<file path="src/rtl/alu_muldiv_seq_if.sv">
// Request/response bundle between the EX stage and the multi-cycle MUL/DIV
// sequencer. The master side (pipeline) issues requests, the slave side
// (sequencer) returns stall/status and the 2*WIDTH-bit result.
interface alu_muldiv_seq_if #(
  parameter int WIDTH = 32
);
  logic             start;
  logic             op;
  logic             flush;
  logic [WIDTH-1:0] a;
  logic [WIDTH-1:0] b;
  logic             stall;
  logic             busy;
  logic             done;
  logic [WIDTH-1:0] result_lo;
  logic [WIDTH-1:0] result_hi;
  logic             div_by_zero;

  modport master (
    output start, op, flush, a, b,
    input  stall, busy, done, result_lo, result_hi, div_by_zero
  );

  modport slave (
    input  start, op, flush, a, b,
    output stall, busy, done, result_lo, result_hi, div_by_zero
  );
endinterface

</file>
<file path="src/rtl/alu_muldiv_seq.sv">
// Iterative unsigned multiply / divide sequencer for the EX stage.
// MUL is a radix-2 shift-add over WIDTH cycles, DIV is a restoring divider
// over WIDTH cycles. A zero divisor short-circuits straight to DONE. The
// pipeline is held with a combinational stall while an operation is pending.
//
// Register reuse:
//   MUL: opnd = multiplicand, acc_hi = partial product high half,
//        acc_lo = multiplier shifting out / product low half shifting in
//   DIV: opnd = divisor, acc_hi = partial remainder,
//        acc_lo = dividend shifting out / quotient shifting in
module alu_muldiv_seq #(
  parameter int WIDTH = 32,
  parameter int CNT_W = 6
) (
  input  logic              clk,
  input  logic              reset,
  alu_muldiv_seq_if.slave   bus
);

  typedef enum logic [1:0] {
    S_IDLE = 2'd0,
    S_MUL  = 2'd1,
    S_DIV  = 2'd2,
    S_DONE = 2'd3
  } state_t;

  state_t           state_q, state_d;
  logic [CNT_W-1:0] cnt_q, cnt_d;
  logic [WIDTH-1:0] opnd_q, opnd_d;
  logic [WIDTH-1:0] acc_hi_q, acc_hi_d;
  logic [WIDTH-1:0] acc_lo_q, acc_lo_d;
  logic [WIDTH-1:0] result_lo_q, result_lo_d;
  logic [WIDTH-1:0] result_hi_q, result_hi_d;
  logic             done_q, done_d;
  logic             dbz_q, dbz_d;
  logic             busy_q, busy_d;

  logic             last_iter;
  logic [WIDTH:0]   mul_sum;
  logic [WIDTH-1:0] mul_hi_nx;
  logic [WIDTH-1:0] mul_lo_nx;
  logic [WIDTH:0]   div_sh;
  logic [WIDTH:0]   div_trial;
  logic [WIDTH-1:0] div_rem_nx;
  logic [WIDTH-1:0] div_quo_nx;

  assign last_iter = (cnt_q == CNT_W'(1));

  // One shift-add multiply step and one restoring divide step, both from the current registers
  always_comb begin
    // Carry out of the add is kept as the bit shifted into acc_hi's MSB.
    mul_sum   = {1'b0, acc_hi_q} + (acc_lo_q[0] ? {1'b0, opnd_q} : {(WIDTH+1){1'b0}});
    mul_hi_nx = mul_sum[WIDTH:1];
    mul_lo_nx = {mul_sum[0], acc_lo_q[WIDTH-1:1]};

    // The shifted remainder is below 2*divisor, so bit WIDTH of the
    // (WIDTH+1)-bit difference is a reliable sign bit.
    div_sh    = {acc_hi_q, acc_lo_q[WIDTH-1]};
    div_trial = div_sh - {1'b0, opnd_q};
    if (!div_trial[WIDTH]) begin
      div_rem_nx = div_trial[WIDTH-1:0];
      div_quo_nx = {acc_lo_q[WIDTH-2:0], 1'b1};
    end else begin
      div_rem_nx = div_sh[WIDTH-1:0];
      div_quo_nx = {acc_lo_q[WIDTH-2:0], 1'b0};
    end
  end

  // Next-state, datapath and registered-output selection for the sequencer FSM
  always_comb begin
    state_d     = state_q;
    cnt_d       = cnt_q;
    opnd_d      = opnd_q;
    acc_hi_d    = acc_hi_q;
    acc_lo_d    = acc_lo_q;
    result_lo_d = result_lo_q;
    result_hi_d = result_hi_q;
    done_d      = 1'b0;
    dbz_d       = 1'b0;

    unique case (state_q)
      S_IDLE: begin
        if (bus.start && !bus.flush) begin
          if (!bus.op) begin
            state_d  = S_MUL;
            cnt_d    = CNT_W'(WIDTH);
            opnd_d   = bus.a;
            acc_hi_d = '0;
            acc_lo_d = bus.b;
          end else if (bus.b != '0) begin
            state_d  = S_DIV;
            cnt_d    = CNT_W'(WIDTH);
            opnd_d   = bus.b;
            acc_hi_d = '0;
            acc_lo_d = bus.a;
          end else begin
            // Divide by zero: all-ones quotient, dividend as remainder.
            state_d     = S_DONE;
            result_lo_d = '1;
            result_hi_d = bus.a;
            done_d      = 1'b1;
            dbz_d       = 1'b1;
          end
        end
      end
      S_MUL: begin
        if (bus.flush) begin
          state_d = S_IDLE;
        end else begin
          acc_hi_d = mul_hi_nx;
          acc_lo_d = mul_lo_nx;
          cnt_d    = cnt_q - CNT_W'(1);
          if (last_iter) begin
            state_d     = S_DONE;
            result_lo_d = mul_lo_nx;
            result_hi_d = mul_hi_nx;
            done_d      = 1'b1;
          end
        end
      end
      S_DIV: begin
        if (bus.flush) begin
          state_d = S_IDLE;
        end else begin
          acc_hi_d = div_rem_nx;
          acc_lo_d = div_quo_nx;
          cnt_d    = cnt_q - CNT_W'(1);
          if (last_iter) begin
            state_d     = S_DONE;
            result_lo_d = div_quo_nx;
            result_hi_d = div_rem_nx;
            done_d      = 1'b1;
          end
        end
      end
      S_DONE: begin
        state_d = S_IDLE;
      end
      default: begin
        state_d = S_IDLE;
      end
    endcase

    busy_d = (state_d == S_MUL) || (state_d == S_DIV);
  end

  // State and datapath registers; reset clears everything, including mid-operation
  always_ff @(posedge clk) begin
    if (reset) begin
      state_q     <= S_IDLE;
      cnt_q       <= '0;
      opnd_q      <= '0;
      acc_hi_q    <= '0;
      acc_lo_q    <= '0;
      result_lo_q <= '0;
      result_hi_q <= '0;
      done_q      <= 1'b0;
      dbz_q       <= 1'b0;
      busy_q      <= 1'b0;
    end else begin
      state_q     <= state_d;
      cnt_q       <= cnt_d;
      opnd_q      <= opnd_d;
      acc_hi_q    <= acc_hi_d;
      acc_lo_q    <= acc_lo_d;
      result_lo_q <= result_lo_d;
      result_hi_q <= result_hi_d;
      done_q      <= done_d;
      dbz_q       <= dbz_d;
      busy_q      <= busy_d;
    end
  end

  // Stall covers the request cycle itself so the instruction waits from the start;
  // a flush arriving in DONE squashes the completion pulse.
  assign bus.stall       = ((state_q == S_IDLE) && bus.start && !bus.flush) ||
                           (state_q == S_MUL) || (state_q == S_DIV);
  assign bus.busy        = busy_q;
  assign bus.done        = done_q && !bus.flush;
  assign bus.div_by_zero = dbz_q && !bus.flush;
  assign bus.result_lo   = result_lo_q;
  assign bus.result_hi   = result_hi_q;

endmodule

</file>
<file path="src/flat_wrapper.sv">
// flat-port wrapper written by rule: the top's interface ports become plain ports
module alu_muldiv_seq_flat 
#(
  parameter int WIDTH = 32,
  parameter int CNT_W = 6
)
  (clk, reset, bus_start, bus_op, bus_flush, bus_a, bus_b, bus_stall, bus_busy, bus_done, bus_result_lo, bus_result_hi, bus_div_by_zero);
  alu_muldiv_seq_if #(.WIDTH(WIDTH)) bus_i ();
  input  logic clk;
  input  logic reset;
  input wire logic [$bits(bus_i.start)-1:0] bus_start;
  input wire logic [$bits(bus_i.op)-1:0] bus_op;
  input wire logic [$bits(bus_i.flush)-1:0] bus_flush;
  input wire logic [$bits(bus_i.a)-1:0] bus_a;
  input wire logic [$bits(bus_i.b)-1:0] bus_b;
  output wire logic [$bits(bus_i.stall)-1:0] bus_stall;
  output wire logic [$bits(bus_i.busy)-1:0] bus_busy;
  output wire logic [$bits(bus_i.done)-1:0] bus_done;
  output wire logic [$bits(bus_i.result_lo)-1:0] bus_result_lo;
  output wire logic [$bits(bus_i.result_hi)-1:0] bus_result_hi;
  output wire logic [$bits(bus_i.div_by_zero)-1:0] bus_div_by_zero;
  assign bus_i.start = bus_start;
  assign bus_i.op = bus_op;
  assign bus_i.flush = bus_flush;
  assign bus_i.a = bus_a;
  assign bus_i.b = bus_b;
  assign bus_stall = bus_i.stall;
  assign bus_busy = bus_i.busy;
  assign bus_done = bus_i.done;
  assign bus_result_lo = bus_i.result_lo;
  assign bus_result_hi = bus_i.result_hi;
  assign bus_div_by_zero = bus_i.div_by_zero;
  alu_muldiv_seq #(.WIDTH(WIDTH), .CNT_W(CNT_W)) u_core (.clk(clk), .reset(reset), .bus(bus_i));
endmodule
</file>
<file path="config.mk">
export PLATFORM = sky130hd
export DESIGN_NAME = alu_muldiv_seq_flat
export DESIGN_NICKNAME = d
export VERILOG_FILES = /design/src/rtl/alu_muldiv_seq_if.sv /design/src/rtl/alu_muldiv_seq.sv /design/src/flat_wrapper.sv
export SDC_FILE = /design/constraint.sdc
export NUM_CORES = 1
export LEC_CHECK = 0
export ABC_AREA = 1
export CORE_UTILIZATION = 40
export CTS_CLUSTER_SIZE = 14
export DETAILED_ROUTE_END_ITERATION = 7
export RECOVER_POWER = 50
export SETUP_SLACK_MARGIN = 0.02
export SLEW_MARGIN = 30
export SYNTH_ARGS = -nofsm -noshare
export SYNTH_HDL_FRONTEND = slang
export SYNTH_SLANG_ARGS = --single-unit
</file>
<file path="constraint.sdc">
create_clock -name clk -period 6.9 [get_ports clk]
set_clock_uncertainty 0.1 [all_clocks]
set_input_delay 1.38 -clock clk [delete_from_list [all_inputs] [get_ports clk]]
set_output_delay 1.38 -clock clk [all_outputs]
set_load 0.1 [all_outputs]
</file>
==> Word level (Yosys, flattened, before mapping) <==
Index checks and enable logic that the tools add are counted.
{ "op_classes": {"n_reduce_logical": 19, "addsub": 3, "eq_ne": 16, "mux": 50, "bitwise_logic": 1} }
{ "ops": {"columns": ["cell", "n"], "rows": [
  ["32-bit 2-to-1 mux", 28],
  ["32-bit case mux with 3 select lines", 4],
  ["32-bit by 33-bit adder with 33-bit output", 1],
  ["33-bit by 32-bit subtractor with 33-bit output", 1],
  ["32-bit nonzero test", 1],
  ["6-bit 2-to-1 mux", 4],
  ["6-bit case mux with 2 select lines", 1],
  ["2-bit inequality test, second input constant", 5],
  ["2-bit 2-to-1 mux", 4],
  ["2-bit by 1-bit inequality test with 1-bit output, second input constant", 4],
  ["8-bit AND reduction", 1],
  ["1-bit 2-to-1 mux", 7],
  ["2-bit == test, second input constant", 3],
  ["6-bit by 1-bit == test with 1-bit output, second input constant", 1],
  ["2-bit case mux with 3 select lines", 1],
  ["6-bit by 1-bit subtractor with 6-bit output, second input constant", 1],
  ["1-bit logical AND", 5],
  ["5-bit AND reduction", 1],
  ["2-bit by 1-bit == test with 1-bit output, second input constant", 2],
  ["4-bit AND reduction", 1],
  ["2-bit OR reduction", 2],
  ["1-bit logical OR", 3],
  ["3-bit by 2-bit inequality test with 1-bit output, second input constant", 1],
  ["3-bit AND reduction", 1],
  ["6 further kinds", 6]
]} }
{ "totals": {"out_inout_bits": 68, "elab_cells": 99, "input_bits": 69, "reg_bits": 171} }

==> Longest topological paths before layout <==
Gate-level depths: netlist of run 1.
{ "logic_depth": {"depth_word": 7, "ltp_mapped": 20, "ltp_nobuf": 20} }

==> Worst setup path after synthesis of run 1 <==
OpenSTA, ideal clock, no wires.
{ "synth_path": {"kind": "input-to-output", "start": "input bus_flush", "end": "output bus_div_by_zero", "slack_ps": 2787, "path_buffers": 0, "required_time_ps": 5420, "arrival_ps": 2633, "cell_stages": 1, "path_cell_list": "nor2_1"} }
{ "synth_via": {"elab_chain_len": 2} }
{ "synth_lines": {"columns": ["element", "line", "rtl"], "rows": [
  ["from (decl)", "flat_wrapper.sv:13", "input wire logic [$bits(bus_i.flush)-1:0] bus_flush;"],
  ["1-bit logical NOT", "alu_muldiv_seq.sv:180", "assign bus.div_by_zero = dbz_q && !bus.flush;"],
  ["1-bit logical AND", "alu_muldiv_seq.sv:180", null],
  ["to (decl)", "flat_wrapper.sv:21", "output wire logic [$bits(bus_i.div_by_zero)-1:0] bus_div_by_zero;"]
]} }
No other way between the ends.

==> run_results.csv, run 1 <==
group,metric,value,unit
outcome,status,"complete, but fails checks",
outcome,failed_checks,"capacitance limit, slew limit",
layout,drive_gt1_share,6.34,%
timing,rsz0062_at_grt,"false",
worst_setup_path,cp-start-kind,"primary input",
clock_network,tritoncts,"done",
worst_setup_path,slowest_stage,"clkinvlp_2",
clock_network,clk_latency,0.45,ns
power,p_leak,7.82,nW
global_route,grt-ovfl-total,0,
timing,setup_viol,0,
clock_network,clock_sinks,171,
timing,setup_tns,0,ns
worst_setup_path,worstReg2RegStart,"u_core.state_q[1]",
worst_setup_path,worst_r2r_path_depth,14,
floorplanning,die_area,0.0353,mm2
floorplanning,coreArea,0.0338,mm2
placed_design,post-dp-hpwl,41200,um
route,routedWlPerCell,18.5,um
floorplanning,initial_utilization,41.0,%
worst_hold_path,hp-class,"flop to flop",
clock_network,numCtsBuffers,17,
layout,fin_cells,2814,
timing,finalMaxSlewViolations,61,
power,powerDensity,589,mW/mm2
synth,synth_largest_area_cell,"dfxtp_1",
worst_setup_path,worstSetupStartpoint,"reset",
clock_network,cts_resized,0,
power,netSwitchingFraction,59.4,%
worst_setup_path,arrival,5.70,ns
worst_setup_path,path_class,"primary input to flop",
route,finalWirelength,52200,um
worst_setup_path,slowest_delay,1.72,ns
route,dr_wl_met3,3000,um
clock_network,path_clk_slew,0.07,ns
floorplanning,die_h,188,um
worst_setup_path,cp.required,7.11,ns
synth,yosysSeqAreaShare,24.7,%
placed_design,gp_congestion,0.977,
timing,max_slew_margin,-37.4,%
synth,synth.most_common_cell,"nand2_1",
layout,num_antenna_cells,0,
route,drtIter0Drc,1125,
global_route,grt_max_degree,97,
power,seqPwrFrac,17.3,%
timing,finalCritPeriodShare,79.6,%
worst_setup_path,crit_end,"u_core.opnd_q[2]",
synth,ys_types,45,
clock_network,post_cts_buffers,0,
synth,syn_nets,2426,
clock_network,clock-root-buffer,"clkbuf_16",
timing,timing.final.crit_period,5.49,ns
synth,synth_enable_flop_cells,0,
route,ant_nets,0,
global_route,grt_usage,29.3,%
timing,worst_slew_pin_slew,2.05,ns
clock_network,cts_hold_buf,0,
synth,async_flop_share,0,%
route,drt-met1-wl,24900,um
synth,ys.flop_type,"dfxtp_1",
clock_network,htreeDepth,4,
global_route,grt_pass1_wl,80400,um
placed_design,numPlacedInstances,2782,
floorplanning,die_w,188,um
layout,n_fill_cell,3629,
route,dr_total_vias,15025,
synth,synth_top_area_share,24.7,%
clock_network,clockBufferDepth,2,
worst_setup_path,end_kind,"flop",
power,comb_power_share,71.7,%
synth,synth.top_cells.by_count,"nand2_1, inv_1, o21ai_0, a21oi_1, nor2_1",
timing,hold_viol,0,
timing,max_freq,182,MHz
route,top_layer,"met4",
layout,layout.nets,2494,
synth,ys_ff_latch,171,
worst_setup_path,timing.rr.end,"u_core.acc_hi_q[25]",
power,clock_power_share,11.0,%
synth,synth.area.top_cells,"dfxtp_1, nand2_1, o21ai_0, inv_1, a21oi_1",
route,viasPerCell,5.34,
power,peakVddDrop,0.000608,V
flow_run,drv_cap,1,
worst_setup_path,crit_path_cell_trace,"dlygate4sd3_1 > buf_4 > clkinvlp_2 > clkbuf_2 > o21ai_0 > a21oi_1",
global_route,grt_pass1_vias,14187,
worst_setup_path,cp_max_fo,71,
synth,syn_avg_cell_area,6.05,um2
power,power.net_switching,5.62,mW
synth,syn_inst,2285,
worst_setup_path,r2r_slack,2.46,ns
layout,area_growth,16.0,%
route,drc,0,
route,drt_pass1_iterations,5,
power,p_int,3.84,mW
floorplanning,io_pins,137,
synth,syn_area,0.0138,mm2
floorplanning,placementRows,67,
placed_design,io_buffer_count,136,
route,wl_met2,22900,um
global_route,antenna_found_initial,0,
synth,yosysWarnings,0,
per-layer routing:
| metal | GRT usage (%) | vias up |
|---|---|---|
| met2 | 46.0 | 509 |
| met3 | 3.50 | 69 |
| met4 | 10.0 | 0 |
| met1 | 41.2 | 6899 |
| met5 | 0 | - |
| li1 | - | 7548 |
power by group through the flow:
stage / clock network (mW) / registers, mW / logic [mW]
2_1_floorplan: 0 / 2.33 / 4.49
3_3_place_gp: 0 / 1.65 / 6.66
3_5_place_dp: 0 / 1.65 / 6.74
4_1_cts: 1.06 / 1.63 / 6.79
5_1_grt: 1.10 / 1.67 / 7.47
6_report: 1.04 / 1.64 / 6.78
flip-flops by register name (all words and copies together) (netlist names):
name,flops
u_core.bus.busy,1
u_core.opnd_q,32
u_core.acc_hi_q,32
u_core.state_q,2
u_core.bus.result_hi,32
u_core.acc_lo_q,32
u_core.dbz_q,1
u_core.bus.result_lo,32
u_core.cnt_q,6
u_core.done_q,1
per-stage QoR:
stage | area, um2 | hold slack [ns] | utilization (%) | power [mW] | setup slack, ns
6_report | 16000 | 0.379 | 47.5 | 9.46 | 1.41
5_1_grt | 16000 | 0.389 | 47.5 | 10.2 | 1.11
4_1_cts | 16100 | 0.373 | 47.5 | 9.47 | 2.04
3_5_place_dp | 15400 | 0.363 | 45.7 | 8.39 | 2.05
3_3_place_gp | 15400 | 0.354 | 45.6 | 8.31 | 2.04
2_1_floorplan | 13800 | 0.341 | - | 6.82 | 2.79
cells by family (layout without fill, tap and decap cells):
family / after synthesis / after routing / share of synthesized area [%]
xor gates and xnor gates: 16 / 16 / 1.01
buffers and inverters: 454 / 535 / 12.9
adders and majority gates: 72 / 72 / 6.62
AOI/OAI and AO/OA: 564 / 564 / 22.2
and+or+nand+nor: 1008 / 1008 / 32.5
DFF: 171 / 171 / 24.7
layout by cell type (no fill, tap or decap), drive strengths merged, types with 12 or more instances in the layout:
cell	instances
nand2	612
inv	354
o21ai	297
a21oi	209
nor2	191
dfxtp	171
nand3	134
ha	70
clkdlybuf4s50	68
dlygate4sd3	65
o221ai	30
clkbuf	21
nand4	19
buf	17
nand3b	14
nor3	12
final cells by class:
class / count / area [um2] / share of cell area (%)
Clock buffer: 17 / 425 / 2.65
Clock inverter: 15 / 200 / 1.25
Inverter: 349 / 1310 / 8.18
Multi-Input combinational cell: 1660 / 8630 / 53.7
Sequential cell: 171 / 3420 / 21.3
Tap cell: 448 / 561 / 3.49
Timing Repair Buffer: 154 / 1500 / 9.36
worst max-delay path, delay by kind of cell:
kind | cells | cell delay (ns)
AOI/OAI and AO/OA | 2 | 0.44
buffers and inverters | 4 | 3.80
worst min path at each step:
stage	from	end	slack [ns]	cells past startpoint
after CTS	u_core.cnt_q[5]	u_core.cnt_q[5]	0.37	2
after floorplan	u_core.cnt_q[5]	u_core.cnt_q[5]	0.34	2
final	u_core.cnt_q[5]	u_core.cnt_q[5]	0.38	2
after global placement	u_core.cnt_q[5]	u_core.cnt_q[5]	0.35	2
after global routing	u_core.cnt_q[5]	u_core.cnt_q[5]	0.39	2
after detailed placement	u_core.cnt_q[5]	u_core.cnt_q[5]	0.36	2
Power figures use the tool's default switching activity.
==> run 2, diff against run 1 <==
==> constraint.sdc (replaced) <==
create_clock -name clk -period 5.6 [get_ports clk]
set_clock_uncertainty 0.1 [all_clocks]
set_input_delay 1.12 -clock clk [delete_from_list [all_inputs] [get_ports clk]]
set_output_delay 1.12 -clock clk [all_outputs]
set_load 0.1 [all_outputs]
==> run 2 against run 1 <==
Compared with the run above: the flow still finishes with violations (capacitance limit, slew limit); clock-buffer cell count is 3 higher; critical path depth is 5 higher; hold slack worse by 0.0090 ns; non-clock buffer count is 1 lower; critical endpoint is now u_core.opnd_q[30]; largest cell class unchanged; largest power group unchanged.
==> run_results.csv, run 2 (synthesized netlist as in run 1, its figures left out) <==
group,metric,value,unit
outcome,status,"complete, but fails checks",
outcome,failed_checks,"capacitance limit, slew limit",
layout,area_growth,15.3,%
worst_setup_path,critPathBufInv,3,
power,p_leak,7.76,nW
timing,setup_tns,0,ns
route,routedWlPerCell,18.4,um
worst_hold_path,min_delay_path_depth,2,
placed_design,io_buffer_count,136,
timing,max_freq,216,MHz
global_route,grt_max_degree,84,
power,comb_power_share,72.6,%
worst_setup_path,path_class,"primary input to flop",
route,ant_nets,0,
timing,setup_viol,0,
worst_setup_path,slowest_delay,0.90,ns
placed_design,gp_congestion,0.958,
layout,num_antenna_cells,0,
clock_network,clockBufferDepth,2,
floorplanning,die_area,0.0353,mm2
timing,max_slew_margin,-40.0,%
timing,timing.final.crit_period,4.63,ns
worst_hold_path,hp-class,"flop to flop",
layout,layout_commonest_cell,"nand2_1",
clock_network,tritoncts,"done",
timing,finalCritPeriodShare,82.7,%
timing,hold_viol,0,
global_route,antenna_found_initial,0,
route,drtIter0Drc,1207,
power,peakVddDrop,0.000514,V
global_route,grt_pass1_wl,81100,um
timing,rsz0062_at_grt,"false",
placed_design,post-dp-hpwl,40800,um
power,netSwitchingFraction,59.8,%
route,drc,0,
global_route,grt_pass1_vias,14409,
worst_setup_path,cp-start-kind,"primary input",
route,viasPerCell,5.36,
worst_setup_path,end_kind,"flop",
global_route,grt-ovfl-total,0,
floorplanning,die_h,188,um
flow_run,drv_cap,1,
clock_network,clk_latency,0.44,ns
worst_setup_path,crit_path_cell_trace,"dlygate4sd3_1 > nor4_1 > nand4_1 > nor2_1 > nand2_1 > nand2_1 > nor2_1 > clkinv_1 > clkbuf_1 > o21ai_0 > a21oi_1",
floorplanning,initial_utilization,41.0,%
power,power.net_switching,6.88,mW
clock_network,clock-root-buffer,"clkbuf_16",
layout,layout_common_cells,"nand2_1, inv_1, o21ai_0",
power,clock_power_share,10.1,%
floorplanning,io_pins,137,
floorplanning,die_w,188,um
worst_setup_path,worst_r2r_path_depth,8,
global_route,grt_usage,29.3,%
worst_setup_path,slowest_stage,"clkbuf_1",
worst_setup_path,cp_max_fo,28,
timing,finalMaxSlewViolations,70,
layout,layout.nets,2493,
clock_network,cts_resized,0,
power,p_int,4.62,mW
floorplanning,coreArea,0.0338,mm2
worst_setup_path,timing.rr.end,"u_core.bus.result_lo[6]",
worst_hold_path,min_from,"u_core.cnt_q[5]",
route,drt_pass1_iterations,6,
clock_network,post_cts_buffers,0,
layout,drive_gt1_share,6.13,%
placed_design,dpl_worst_slack,1.04,ns
clock_network,htreeDepth,4,
floorplanning,placementRows,67,
worst_setup_path,r2r_slack,1.04,ns
worst_setup_path,cpLargestDelayFamily,"buffers and inverters",
clock_network,clock_sinks,171,
power,seqPwrFrac,17.4,%
clock_network,cts_hold_buf,0,
worst_hold_path,min_to,"u_core.cnt_q[5]",
worst_setup_path,worstSetupStartpoint,"bus_b[29]",
timing,worst_slew_pin_slew,2.10,ns
worst_setup_path,worstReg2RegStart,"u_core.state_q[0]",
worst_setup_path,cp.required,5.87,ns
clock_network,numCtsBuffers,17,
power,powerDensity,720,mW/mm2
timing,layout_setup_ws,0.971,ns
route,finalWirelength,51600,um
worst_setup_path,arrival,4.89,ns
clock_network,path_clk_slew,0.07,ns
route,dr_total_vias,15091,
## run 2: changes by cell type in the layout (fill, tap and decap cells not counted), moves of 2 or more
cell	change
inv_6	-2
clkinvlp_4	+5
dlygate4sd3_1	-2
inv_8	-4
clkinvlp_2	-2
clkbuf_1	+5
bufinv_16	-2
clkinv_2	+2
## run 2: worst register-to-register path, cell delays in order, from the launching register on
cell and delay [ns]:
dfxtp_1 0.40, inv_1 0.11, ha_1 1.72, o21ai_0 0.31, a211oi_1 0.31, nand2_2 0.10, clkbuf_2 0.71, o21ai_0 0.62
nor2_1 0.07
## run 2: how the worst max path moves through the flow
stage | end | slack, ns | depth (start not counted)
finish | u_core.opnd_q[30] | 0.97 | 11
global placement | u_core.acc_hi_q[6] | 1.05 | 10
CTS | bus_div_by_zero | 1.50 | 3
detailed placement | u_core.acc_hi_q[5] | 1.04 | 10
floorplan | bus_div_by_zero | 2.01 | 1
global route | u_core.bus.result_lo[6] | 0.70 | 8
## run 2: per-stage QoR
stage | total power [mW] | hold WS (ns) | area [um2] | instances | util (%)
2_1_floorplan | 8.41 | 0.341 | 13800 | 2285 | -
3_3_place_gp | 10.3 | 0.352 | 15400 | 2781 | 45.7
3_5_place_dp | 10.3 | 0.360 | 15400 | 2781 | 45.7
4_1_cts | 11.5 | 0.369 | 16000 | 2813 | 47.3
5_1_grt | 12.5 | 0.399 | 16000 | 2813 | 47.2
6_report | 11.5 | 0.370 | 16000 | 2813 | 47.2
## run 2: routing by layer
layer	track usage (%)	part of all wire [%]
met5	0	0
met4	7.38	1.9
met3	3.03	5.2
met2	47.3	45
met1	41.5	48
## run 2: final cells by class
type | count | area, um2
fill | 3566 | 17800
multi-input combinational | 1660 | 8620
sequential | 171 | 3420
timing repair buffer | 153 | 1470
inverter | 349 | 1320
tap | 448 | 561
clock buffer | 20 | 447
clock inverter | 12 | 115
## run 2: power groups by stage
stage / sequential, mW / clock, mW / combinational, mW
floorplan: 2.87 / 0 / 5.54
CTS: 1.99 / 1.17 / 8.37
global placement: 2.01 / 0 / 8.25
global route: 2.04 / 1.22 / 9.22
detailed placement: 2.00 / 0 / 8.32
finish: 2.00 / 1.16 / 8.34
==> run 3, diff against run 2 <==
==> constraint.sdc (replaced) <==
create_clock -name clk -period 4 [get_ports clk]
set_clock_uncertainty 0.1 [all_clocks]
set_input_delay 0.8 -clock clk [delete_from_list [all_inputs] [get_ports clk]]
set_output_delay 0.8 -clock clk [all_outputs]
set_load 0.1 [all_outputs]
==> run 3 against run 2 <==
Compared with the run above: the flow now finishes without violations; die area unchanged; hold slack lost 0.0065 ns; combinational power is 45% higher; non-clock buffer count up 31; sequential cell count did not move; sequential share of layout area shrank 0.43 points; worst setup slack got worse by 0.52 ns; critical path type unchanged; critical endpoint is now u_core.bus.result_hi[28]; highest routed layer unchanged.
==> run_results.csv, run 3 (synthesized netlist as in run 1, its figures left out) <==
group,metric,value,unit
power,comb_power_share,73.2,%
layout,layout.nets,2524,
timing,setup_tns,0,ns
route,ant_nets,0,
timing,max_freq,282,MHz
clock_network,cts_hold_buf,0,
timing,finalMaxSlewViolations,0,
route,dr_total_vias,15240,
clock_network,clock_sinks,171,
floorplanning,coreArea,0.0338,mm2
clock_network,clk_latency,0.44,ns
worst_setup_path,worst_r2r_path_depth,13,
clock_network,cts_resized,0,
clock_network,clock-root-buffer,"clkbuf_16",
timing,setup_viol,0,
global_route,grt_usage,30.0,%
worst_setup_path,cp_max_fo,51,
clock_network,htreeDepth,4,
worst_setup_path,critical_path_depth,12,
global_route,grt-ovfl-total,0,
outcome,status,"finished clean",
timing,finalCritPeriodShare,88.7,%
timing,hold_viol,0,
clock_network,tritoncts,"done",
route,viasPerCell,5.36,
worst_setup_path,slowest_stage,"nor4_1",
placed_design,gp_congestion,0.968,
timing,worst_slew_pin_slew,1.17,ns
route,routedWlPerCell,18.6,um
floorplanning,die_h,188,um
timing,timing.final.crit_period,3.55,ns
power,p_leak,7.99,nW
clock_network,post_cts_buffers,0,
worst_setup_path,cp.required,4.26,ns
global_route,antenna_found_initial,0,
layout,num_antenna_cells,0,
route,finalWirelength,52900,um
worst_setup_path,path_class,"primary input to flop",
route,drtIter0Drc,1317,
layout,layout_common_cells,"nand2_1, inv_1, o21ai_0",
flow_run,drv_cap,0,
clock_network,path_clk_slew,0.07,ns
layout,layout_commonest_cell,"nand2_1",
power,clock_power_share,10.0,%
worst_hold_path,hp-class,"flop to flop",
clock_network,numCtsBuffers,17,
power,p_int,6.74,mW
power,seqPwrFrac,16.7,%
worst_setup_path,cp_common_cell,"nand2_1",
floorplanning,io_pins,137,
layout,multi_input_area,0.00862,mm2
timing,max_slew_margin,22.5,%
worst_setup_path,cpLargestDelayFamily,"simple AND/OR/NAND/NOR gates",
timing,hold_ws,0.363,ns
layout,n_fill_cell,3564,
placed_design,post-dp-hpwl,41600,um
placed_design,io_buffer_count,136,
placed_design,dpl_worst_slack,0.299,ns
worst_setup_path,end_kind,"flop",
timing,rsz0062_at_grt,"false",
floorplanning,placementRows,67,
route,drt_pass1_iterations,8,
global_route,grt_pass1_wl,82400,um
worst_setup_path,cp-start-kind,"primary input",
global_route,grt_pass1_vias,14320,
timing,layout_setup_ws,0.451,ns
route,drc,0,
layout,drive_gt1_share,7.47,%
worst_setup_path,critPathBufInv,4,
worst_setup_path,slowest_delay,0.65,ns
power,powerDensity,1010,mW/mm2
worst_hold_path,min_delay_path_depth,2,
floorplanning,die_area,0.0353,mm2
floorplanning,initial_utilization,41.0,%
worst_setup_path,crit_path_cell_trace,"dlygate4sd3_1 > nor4_1 > nand4_1 > clkbuf_4 > nor2_1 > nand2_1 > nand2_1 > nand2_1 > inv_1 > buf_12 > o21ai_0 > a21oi_1",
floorplanning,die_w,188,um
power,peakVddDrop,0.000595,V
layout,area_growth,17.7,%
layout,seqCellArea,0.00342,mm2
clock_network,clockBufferDepth,2,
worst_setup_path,arrival,3.81,ns
power,power.net_switching,9.73,mW
power,netSwitchingFraction,59.1,%
global_route,grt_max_degree,97,
## run 3: area by class of cell
cell class | instances | area share (%)
Multi-Input combinational cell | 1660 | 52.9
Sequential cell | 171 | 21.0
Timing Repair Buffer | 184 | 11.0
Inverter | 349 | 8.05
Tap cell | 448 | 3.44
Clock buffer | 20 | 2.80
Clock inverter | 12 | 0.707
## run 3: layer usage
layer | wire, um | up-vias | share of wire (%) | global-route usage (%)
met5 | 0 | - | 0 | 0
met4 | 1250 | 0 | 2.4 | 8.69
met3 | 2950 | 67 | 5.6 | 3.37
met2 | 23400 | 497 | 44 | 47.4
met1 | 25300 | 7086 | 48 | 42.8
li1 | - | 7590 | - | -
## run 3: stage by stage
step	power, mW	cell area [um2]	std cells	util, %
finish	16.5	16300	2844	48.2
global route	17.9	16300	2844	48.2
CTS	16.5	16300	2844	48.3
detailed placement	14.8	15700	2812	46.6
global placement	14.7	15700	2812	46.6
floorplan	11.8	13800	2285	-
## run 3: worst paths after layout
check / end / from / slack (ns)
max: u_core.bus.result_hi[28] / bus_b[30] / 0.45
min: u_core.cnt_q[5] / u_core.cnt_q[5] / 0.36
max reg2reg: u_core.bus.result_hi[29] / u_core.acc_hi_q[0] / 0.73
min reg2reg: u_core.cnt_q[5] / u_core.cnt_q[5] / 0.36
## run 3: power groups by stage
stage,Clock (mW),Sequential (mW),Combinational [mW]
floorplan,0,4.02,7.75
global placement,0,2.78,12.0
detailed placement,0,2.78,12.0
CTS,1.68,2.75,12.1
global route,1.75,2.82,13.3
finish,1.65,2.76,12.1
## run 3: tightest hold or removal path, cell delays in order (launching register included)
cell and delay (ns):
dfxtp_1 0.31, nand2_1 0.06, a21oi_1 0.05
